--- src/rtl/keccak_share_compress_pkg.sv ---
// Shared Keccak masking helpers: share-count and share-index arithmetic
// used by the chi S-box and the share compression stage.
package keccak_share_compress_pkg;

  localparam int NUM_LANES = 5;

  function automatic int share_width(input int d);
    return (d + 1) * (d + 1);
  endfunction

  // Expanded share j of compressed share i sits at bit i*(d+1)+j.
  function automatic int share_idx(input int d, input int i, input int j);
    return i * (d + 1) + j;
  endfunction

endpackage

--- src/rtl/keccak_share_row_xor.sv ---
// Combinational XOR of one row of expanded shares into a single share.
// Zero latency, no state, no backpressure.
module keccak_share_row_xor #(
  parameter int N = 4
) (
  input  logic [N-1:0] shares,
  output logic         y
);

  assign y = ^shares;

endmodule

--- src/rtl/keccak_share_compress.sv ---
// Two-stage pipeline folding (d+1)^2 expanded shares per chi-row bit into d+1 shares.
// Latency 2 cycles, one transfer per cycle; valid/ready stall holds the output stage.
module keccak_share_compress
  import keccak_share_compress_pkg::*;
#(
  parameter int d = 3
) (
  input  logic                      clk,
  input  logic                      rst_n,
  input  logic                      flush,
  input  logic [share_width(d)-1:0] ap_in,
  input  logic [share_width(d)-1:0] bp_in,
  input  logic [share_width(d)-1:0] cp_in,
  input  logic [share_width(d)-1:0] dp_in,
  input  logic [share_width(d)-1:0] ep_in,
  input  logic                      in_valid,
  output logic                      in_ready,
  output logic [d:0]                a_out,
  output logic [d:0]                b_out,
  output logic [d:0]                c_out,
  output logic [d:0]                d_out,
  output logic [d:0]                e_out,
  output logic                      out_valid,
  input  logic                      out_ready,
  output logic [1:0]                occupancy
);

  localparam int SW = share_width(d);
  localparam int NS = d + 1;

  logic [NUM_LANES-1:0][SW-1:0] in_sh;
  logic [NUM_LANES-1:0][SW-1:0] e_sh;
  logic [NUM_LANES-1:0][NS-1:0] c_sh;
  logic [NUM_LANES*NS-1:0]      comp;
  logic                         e_vld;
  logic                         c_vld;
  logic                         e_adv;
  logic                         c_adv;

  assign in_sh = {ep_in, dp_in, cp_in, bp_in, ap_in};

  // Compression reads only the stage E registers so input glitches never reach the XOR tree.
  for (genvar b = 0; b < NUM_LANES; b++) begin : g_lane
    for (genvar i = 0; i < NS; i++) begin : g_share
      keccak_share_row_xor #(.N(NS)) u_row_xor (
        .shares (e_sh[b][share_idx(d, i, 0) +: NS]),
        .y      (comp[b*NS + i])
      );
    end
  end

  assign c_adv    = !c_vld || out_ready;
  assign e_adv    = !e_vld || c_adv;
  assign in_ready = e_adv;

  always_ff @(posedge clk or negedge rst_n) begin
    if (!rst_n) begin
      e_vld <= 1'b0;
      e_sh  <= '0;
    end else if (flush) begin
      e_vld <= 1'b0;
      e_sh  <= '0;
    end else if (e_adv) begin
      e_vld <= in_valid;
      e_sh  <= in_valid ? in_sh : '0;
    end
  end

  always_ff @(posedge clk or negedge rst_n) begin
    if (!rst_n) begin
      c_vld <= 1'b0;
      c_sh  <= '0;
    end else if (flush) begin
      c_vld <= 1'b0;
      c_sh  <= '0;
    end else if (c_adv) begin
      c_vld <= e_vld;
      c_sh  <= e_vld ? comp : '0;
    end
  end

  assign out_valid = c_vld;
  assign a_out     = c_sh[0];
  assign b_out     = c_sh[1];
  assign c_out     = c_sh[2];
  assign d_out     = c_sh[3];
  assign e_out     = c_sh[4];
  assign occupancy = {1'b0, e_vld} + {1'b0, c_vld};

endmodule

--- config.mk ---
export PLATFORM = sky130hd
export DESIGN_NAME = keccak_share_compress
export DESIGN_NICKNAME = d
export VERILOG_FILES = /design/src/rtl/keccak_share_compress_pkg.sv /design/src/rtl/keccak_share_row_xor.sv /design/src/rtl/keccak_share_compress.sv
export SDC_FILE = /design/constraint.sdc
export NUM_CORES = 1
export LEC_CHECK = 0
export BUFFER_PORTS_ARGS = -buffer_cell sky130_fd_sc_hd__buf_4
export CAP_MARGIN = 10
export CORE_UTILIZATION = 52
export DETAILED_ROUTE_END_ITERATION = 10
export GPL_TIMING_DRIVEN = 0
export PLACE_DENSITY_LB_ADDON = 0.2
export SETUP_SLACK_MARGIN = 0.2
export SYNTH_ARGS = -nofsm -noshare
export SYNTH_HDL_FRONTEND = slang
export SYNTH_SLANG_ARGS = --single-unit
--- constraint.sdc ---
create_clock -name clk -period 1.59 [get_ports clk]
set_input_delay 0.477 -clock clk [delete_from_list [all_inputs] [get_ports clk]]
set_output_delay 0.477 -clock clk [all_outputs]
set_load 0.01 [all_outputs]
# [Word-level counts from Yosys, hierarchy flattened]
# Cells that the tools add are included.
[classes] add_sub_neg=1 muxes=10 reduce_logical=26
[ops] op="80-bit 2-to-1 mux" count=3
[ops] op="4-bit parity" count=20
[ops] op="20-bit 2-to-1 mux" count=3
[ops] op="1-bit 2-to-1 mux" count=4
[ops] op="2-bit nonzero test" count=2
[ops] op="1-bit by 1-bit adder with 2-bit output" count=1
[ops] op="1-bit logical NOT" count=2
[ops] op="1-bit logical OR" count=2
[totals] register_bits=102 input_bits=85 out_inout_bits=24 wordCells=49

# [Logic depth before layout (Yosys ltp)]
# Gate-level depths: netlist (run 1).
[depth] depth_word=5 depth_mapped=5 ltp_nobuf=3

# [Modules after synthesis]
# Synthesis (run 1) repeated with hierarchy kept, for this count alone.
[unflattened] hier_cells=384 hier_area_um2=5442.7
[modules_own_cells] module="keccak_share_compress" n_inst=1 cells_each=324 area_per_inst_um2=4917.2 seq_area_each_um2=2552.4
[modules_own_cells] module="keccak_share_row_xor" n_inst=20 cells_each=3 area_per_inst_um2=26.3 seq_area_each_um2=0.0

# [Worst setup path before layout (run 1)]
# Ideal clock, no wire load.
[synth_timing] kind="input to register" startpoint="input out_ready" endpoint="register e_sh[0] (netlist bit)" setup_time_ns=0.121 arrival_time_ns=1.310 required_ns=1.469 setup_slack_ns=0.159 path_stages=5 path_buffers=2 path_cell_list="nand3b_1 > and3b_1 > buf_6 > buf_6 > a22o_1"
[synth_between] elab_chain_cells=3
[synth_lines] element="from (decl)" line_no="keccak_share_compress.sv:24" text="input logic out_ready,"
[synth_lines] element="1-bit logical OR" line_no="keccak_share_compress.sv:52" text="assign c_adv = !c_vld || out_ready;"
[synth_lines] element="1-bit logical OR" line_no="keccak_share_compress.sv:53" text="assign e_adv = !e_vld || c_adv;"
[synth_lines] element="2-bit nonzero test (no line)"
[synth_lines] element="to (signal assigned)" line_no="keccak_share_compress.sv:65" text="e_sh <= in_valid ? in_sh : '0;"
[synth_lines] element="to (decl)" line_no="keccak_share_compress.sv:32" text="logic [NUM_LANES-1:0][SW-1:0] e_sh;"
# No other way between the ends.
# A chain may end at the register's enable or synchronous reset.

# [Worst setup path in the final report (run 1)]
[layout_timing] startpoint="register e_vld" endpoint="output occupancy[0]"
[layout_between] elab_chain_cells=1
[layout_lines] element="from (decl)" line_no="keccak_share_compress.sv:35" text="logic e_vld;"
[layout_lines] element="from (signal assigned)" line_no="keccak_share_compress.sv:64" text="e_vld <= in_valid;"
[layout_lines] element="1-bit by 1-bit adder with 2-bit output" line_no="keccak_share_compress.sv:88" text="assign occupancy = {1'b0, e_vld} + {1'b0, c_vld};"
[layout_lines] element="to (decl)" line_no="keccak_share_compress.sv:25" text="output logic [1:0] occupancy"
# No other way between the ends.

==> qor.yml, run 1 <==
grt_pass1_vias: 2866
top_level_ports: 109
p_sw_uw: 1180
n_fill_cell: 570
busiest_layer: "met2"
violations: "negative setup slack"
clk_latency_ps: 350
grt_overflow: 0
path_class: "reg -> out"
path_max_fanout: 3
crit_slowest_cell: "dfrtp_1"
via_count: 2926
crit_path_end: "occupancy[0]"
htreeDepth: 3
die_y_um: 91.7
endpoint_kind: "output port"
antenna_found_initial: 0
p_leak_uw: 0.00286
power_density_nw_per_um2: 884
netlist.area_leader.share_pct: 61.0
p_sw_share_pct: 24.0
critPathRequiredTime_ps: 1110
dp_hpwl_mm: 5.99
wl_mm: 8.97
period_needed_ps: 1650
path_clk_slew_ps: 90
power_frac_comb_pct: 13.3
clockBufferDepth: 2
postSynthAreaPerCell_um2: 14.3
rsz0062_at_grt: "true"
synth_edf_count: 0
synth_fa_ha_area_share_pct: 0.299
synth_top_area_cell: "dfrtp_1"
tritoncts: "built"
synth_top_family_by_area: "compound AO/OA/AOI/OAI gates"
ant_nets: 0
rows: 32
max_cap_violations: 0
slew_headroom_pct: 74.9
area_delta_synth_final_pct: 33.2
drc: 0
internal-power_uw: 3750
fin_crit_sh_pct: 104
avgViaCountPerCell: 5.44
critPathLaunchType: "flip-flop"
drt_iter0_drc: 79
muxShareOfSynthArea_pct: 0
fin_skew_ps: 6.92
grtUsageMet2_pct: 34.9
synth_most_common_cell: "dfrtp_1"
multi_input_area_um2: 1500
crit_chain: "ha_1, buf_6"
drv_slew: 0
total_power_uw: 4930
startpoint: "e_vld"
synth_nets: 379
pre_cts_ws_ps: -164
yosys.cell_types.count: 15
io_buffers: 108
yosys_register_bits: 102
p_clk_share_pct: 30.4
finalHoldViolations: 0
start_util_pct: 53.9
hold_path.class: "in -> async"
syn_area_um2: 4180
diodes: 0
synth-xor-area-share_pct: 12.6
grt_pass1_wl_mm: 14.4
yosys-top-cells-area: "dfrtp_1, a22o_1, xnor2_1"
coreArea_um2: 7770
die_w_um: 91.7
clock-sinks: 102
worstMarginPinSlew_ps: 376
worst-r2r-setup-slack_ps: 190
avgRoutedWirePerCell_um: 16.7
p_seq_share_pct: 56.3
rr_startpoint: "out_valid"
fin_nets: 517
cts_buffers: 9
reg2reg_to: "e_sh[34]"
vdd_ir_drop_max_mv: 0.563
synthCells: 293
max_freq_ghz: 0.604
grt_use_total_pct: 22.3
synth_commonest_cells: "dfrtp_1, a22o_1, xnor2_1, xor2_1, buf_2"
yosys_warnings: 0
status: "finished, violations left"
gp_congestion: 0.700
synth_compound_area_share_pct: 21.1
setup_viol: 2
synthArstFlopShare_pct: 100
synth-simple-area-share_pct: 1.23
drt_pass1_iterations: 4
synth_flop_cell: "dfrtp_1"
cts_hold_buf: 0
die_area_um2: 8410
cpPeakStageDelay_ps: 420
r2r_cells: 6
grt_start_max_net_pins: 103
grt_use_met1_pct: 31.9
cts-root-buf: "clkbuf_8"
crit_buf_inv: 1
yosysSeqAreaShare_pct: 61.0
layout-drive-gt1-share_pct: 38.5
setup_ws_ps: -65.0
grtUsageMet3_pct: 5.22
seqCellArea_um2: 2550
cp.depth: 2
arrival_ps: 1180
crit_family: "flip-flops"
hold_ws_ps: 25.5
[power by group through the flow]
stage | sequential (uW) | combinational, uW | clock [uW]
floorplan | 2810 | 297 | 0
global placement | 2820 | 592 | 0
detailed placement | 2820 | 608 | 0
CTS | 2770 | 622 | 1540
global route | 2790 | 715 | 1650
finish | 2770 | 655 | 1500
[placed cells by master, fill, tap and decap left out]
cell / instances
nor2_1: 1
buf_4: 108
nor2_4: 2
ha_1: 1
dfrtp_1: 102
clkbuf_1: 1
xnor2_1: 40
o21ai_0: 1
clkinvlp_4: 3
nand2b_4: 1
buf_16: 1
a22o_1: 100
clkbuf_8: 11
buf_2: 8
clkbuf_4: 2
nand3b_1: 1
or2_2: 1
xor2_1: 20
nor2b_2: 1
and3b_1: 1
clkinv_4: 1
buf_6: 28
nand2b_2: 1
[timing repair]
action | in CTS | in global routing
resized for setup | 6 | 23
buffers inserted | 2 | 15
pin swaps | 1 | 0
cloned | 1 | 0
endpoints found under the setup margin | 86 | 124
[metrics by stage]
stage | std cells | util, % | cell area, um^2 | setup TNS [ps]
3_3_place_gp | 503 | 65.9 | 5120 | -11570
5_1_grt | 538 | 71.8 | 5570 | -198
6_report | 538 | 71.8 | 5570 | -71.5
3_5_place_dp | 503 | 65.9 | 5120 | -12570
2_1_floorplan | 293 | - | 4180 | 0
4_1_cts | 522 | 68.9 | 5350 | -69.7
[final cells by class]
| cell class | count | share of cell area [%] |
|---|---|---|
| Sequential cell | 102 | 45.8 |
| Buffer | 21 | 3.14 |
| Tap cell | 102 | 2.29 |
| Clock inverter | 4 | 0.561 |
| Timing Repair Buffer | 126 | 18.5 |
| Clock buffer | 12 | 2.78 |
| Multi-Input combinational cell | 171 | 26.9 |
[per-layer routing]
metal	up-vias	share of wire, %
li1	1361	-
met1	1474	44
met2	84	50
met3	7	5.2
met4	0	0.78
met5	-	0
[cells by family (layout without fill, tap and decap cells)]
| kind of cell | after synthesis | count (layout) |
|---|---|---|
| AO/OA/AOI/OAI | 101 | 101 |
| AND/OR/NAND/NOR | 8 | 9 |
| adder cells (fa/ha/maj) | 1 | 1 |
| XOR/XNOR | 60 | 60 |
| buffers and inverters | 21 | 163 |
| flip-flops | 102 | 102 |
[registers in the layout (all words and copies together) (netlist names)]
register,count
d_out,4
b_out,4
e_sh,80
a_out,4
out_valid,1
e_vld,1
e_out,4
c_out,4
[worst min path at each step]
stage	slack, ps	depth (start not counted)	start	endpoint
2_1_floorplan	180	0	rst_n	a_out[0]
3_3_place_gp	490	1	a_out[2]	a_out[2]
3_5_place_dp	490	1	a_out[2]	a_out[2]
4_1_cts	330	2	dp_in[2]	e_sh[50]
5_1_grt	30	1	rst_n	e_sh[65]
6_report	30	1	rst_n	e_sh[65]
No activity file was read; power rests on OpenSTA's default activity.
==> run 2, diff against run 1 <==
--- a/config.mk
+++ b/config.mk
@@ -7,7 +7,9 @@
 export LEC_CHECK = 0
 export BUFFER_PORTS_ARGS = -buffer_cell sky130_fd_sc_hd__buf_4
 export CAP_MARGIN = 10
-export CORE_UTILIZATION = 52
+export CELL_PAD_IN_SITES_DETAIL_PLACEMENT = 2
+export CELL_PAD_IN_SITES_GLOBAL_PLACEMENT = 2
+export CORE_UTILIZATION = 35
 export DETAILED_ROUTE_END_ITERATION = 10
 export GPL_TIMING_DRIVEN = 0
 export PLACE_DENSITY_LB_ADDON = 0.2
==> qor.yml, run 2 (synthesis results as in run 1) <==
status: "finished, violations left"  # unchanged
violations: "design-rule violations, negative setup slack"  # was negative setup slack
drt_iter0_drc: 99  # was 79
drt_pass1_iterations: 7  # was 4
grt_pass1_vias: 3377  # was 2866
critPathLaunchType: "flip-flop"  # unchanged
layout-drive-gt1-share_pct: 36.8  # was 38.5%
drv_slew: 0  # unchanged
layout.cells.most_common: "buf_4"  # unchanged
area_delta_synth_final_pct: 34.5  # was 33.2%
rr_startpoint: "e_vld"  # was out_valid
avgViaCountPerCell: 5.18  # was 5.44
path_clk_slew_ps: 70  # was 90 ps
worst-r2r-setup-slack_ps: 10  # was 190 ps
grt_pass1_wl_mm: 18.2  # was 14.4 mm
period_needed_ps: 1660  # was 1650 ps
io_buffers: 108  # unchanged
via_count: 2962  # was 2926
hold_ws_ps: 176  # was 25.5 ps
drc: 16  # was 0
setup_viol: 2  # unchanged
gp_congestion: 0.719  # was 0.700
crit_family: "flip-flops"  # unchanged
start_util_pct: 36.3  # was 53.9%
arrival_ps: 1190  # was 1180 ps
p_leak_uw: 0.00286  # about the same
top_level_ports: 109  # unchanged
slew_headroom_pct: 53.6  # was 74.9%
avgRoutedWirePerCell_um: 19.7  # was 16.7 um
max_cap_violations: 0  # unchanged
htreeDepth: 3  # unchanged
cts-root-buf: "clkbuf_16"  # was clkbuf_8
fin_crit_sh_pct: 105  # was 104%
clockBufferDepth: 2  # unchanged
grt_start_max_net_pins: 54  # was 103
tns_ps: -129  # was -71.5 ps
grt_overflow: 0  # unchanged
top_register: "e_sh"  # unchanged
vdd_ir_drop_max_mv: 0.605  # was 0.563 mV
path_max_fanout: 2  # was 3
die_y_um: 111  # was 91.7 um
wl_mm: 11.2  # was 8.97 mm
cts_buffers: 9  # unchanged
clock-sinks: 102  # unchanged
finalHoldViolations: 0  # unchanged
power_density_nw_per_um2: 975  # was 884 nW/um^2
max_freq_ghz: 0.601  # was 0.604 GHz
worstMarginPinSlew_ps: 696  # was 376 ps
grt_use_total_pct: 19.4  # was 22.3%
rsz0062_at_grt: "true"  # unchanged
total_power_uw: 5490  # was 4930 uW
cts_hold_buf: 0  # unchanged
mostFrequentLayoutCells: "buf_4, dfrtp_1, a22o_1"  # unchanged
setup_ws_ps: -73.2  # was -65.0 ps
reg2reg_to: "e_sh[56]"  # was e_sh[34]
crit_chain: "ha_2, buf_6"  # was ha_1, buf_6
hold_path.class: "in -> async"  # unchanged
critPathRequiredTime_ps: 1110  # about the same
fin_util_pct: 48.9  # was 71.8%
largest_reg_flops: 80  # unchanged
path_class: "reg -> out"  # unchanged
final_cells: 572  # was 538
r2r_cells: 7  # was 6
endpoint_kind: "output port"  # unchanged
coreArea_um2: 11500  # was 7770 um^2
fin_nets: 511  # was 517
die_area_um2: 12400  # was 8410 um^2
clk_latency_ps: 350  # about the same
dp_hpwl_mm: 7.69  # was 5.99 mm
cpPeakStageDelay_ps: 410  # was 420 ps
fin_skew_ps: 8.33  # was 6.92 ps
crit_slowest_cell: "dfrtp_1"  # unchanged
die_w_um: 111  # was 91.7 um
dpl.cell_count: 545  # was 503
rows: 39  # was 32
ant_nets: 0  # unchanged
tritoncts: "built"  # unchanged
crit_buf_inv: 1  # unchanged
antenna_found_initial: 0  # unchanged
diodes: 0  # unchanged
[run 2: timing repair]
action | 4_1_cts | 5_1_grt
gates cloned | 1 | 0
resized for setup | 14 | 7
setup buffers | 5 | 6
endpoints found under the setup margin | 87 | 118
pin swaps | 2 | 1
[run 2: power breakdown]
group	switching (uW)	total [uW]	internal, uW	leakage [uW]
Sequential	77.8	2780	2700	0.00138
Clock	917	2060	1140	0.000133
Combinational	280	659	379	0.00135
[run 2: area by class of cell]
type                       count  area [um^2]
tap                          143          179
fill                        1130         5890
multi-input combinational    171         1490
sequential                   102         2550
timing repair buffer         120          958
buffer                        21          179
clock buffer                  14          264
clock inverter                 1         5.00
[run 2: how the worst max path moves through the flow]
| stage | slack (ps) | cells after the start | to | startpoint |
|---|---|---|---|---|
| CTS | -90 | 2 | occupancy[0] | out_valid |
| detailed placement | -230 | 5 | e_sh[56] | out_ready |
| finish | -70 | 2 | occupancy[0] | e_vld |
| floorplan | 160 | 5 | e_sh[0] | out_ready |
| global route | -120 | 3 | in_ready | e_vld |
| global placement | -220 | 5 | e_sh[7] | out_ready |
[run 2: per-layer routing]
layer	up-vias	share of wire (%)	GRT usage, %
li1	1340	-	-
met1	1534	42	23.6
met2	78	51	33.3
met3	10	6.1	6.21
met4	0	1.0	5.32
met5	-	0	0
[run 2: metrics by stage]
step                      setup slack [ps]  area, um^2
after floorplan                        159        4180
after global placement                -221        5170
after detailed placement              -234        5200
after CTS                            -91.5        5560
after global routing                  -119        5630
final                                -73.2        5630
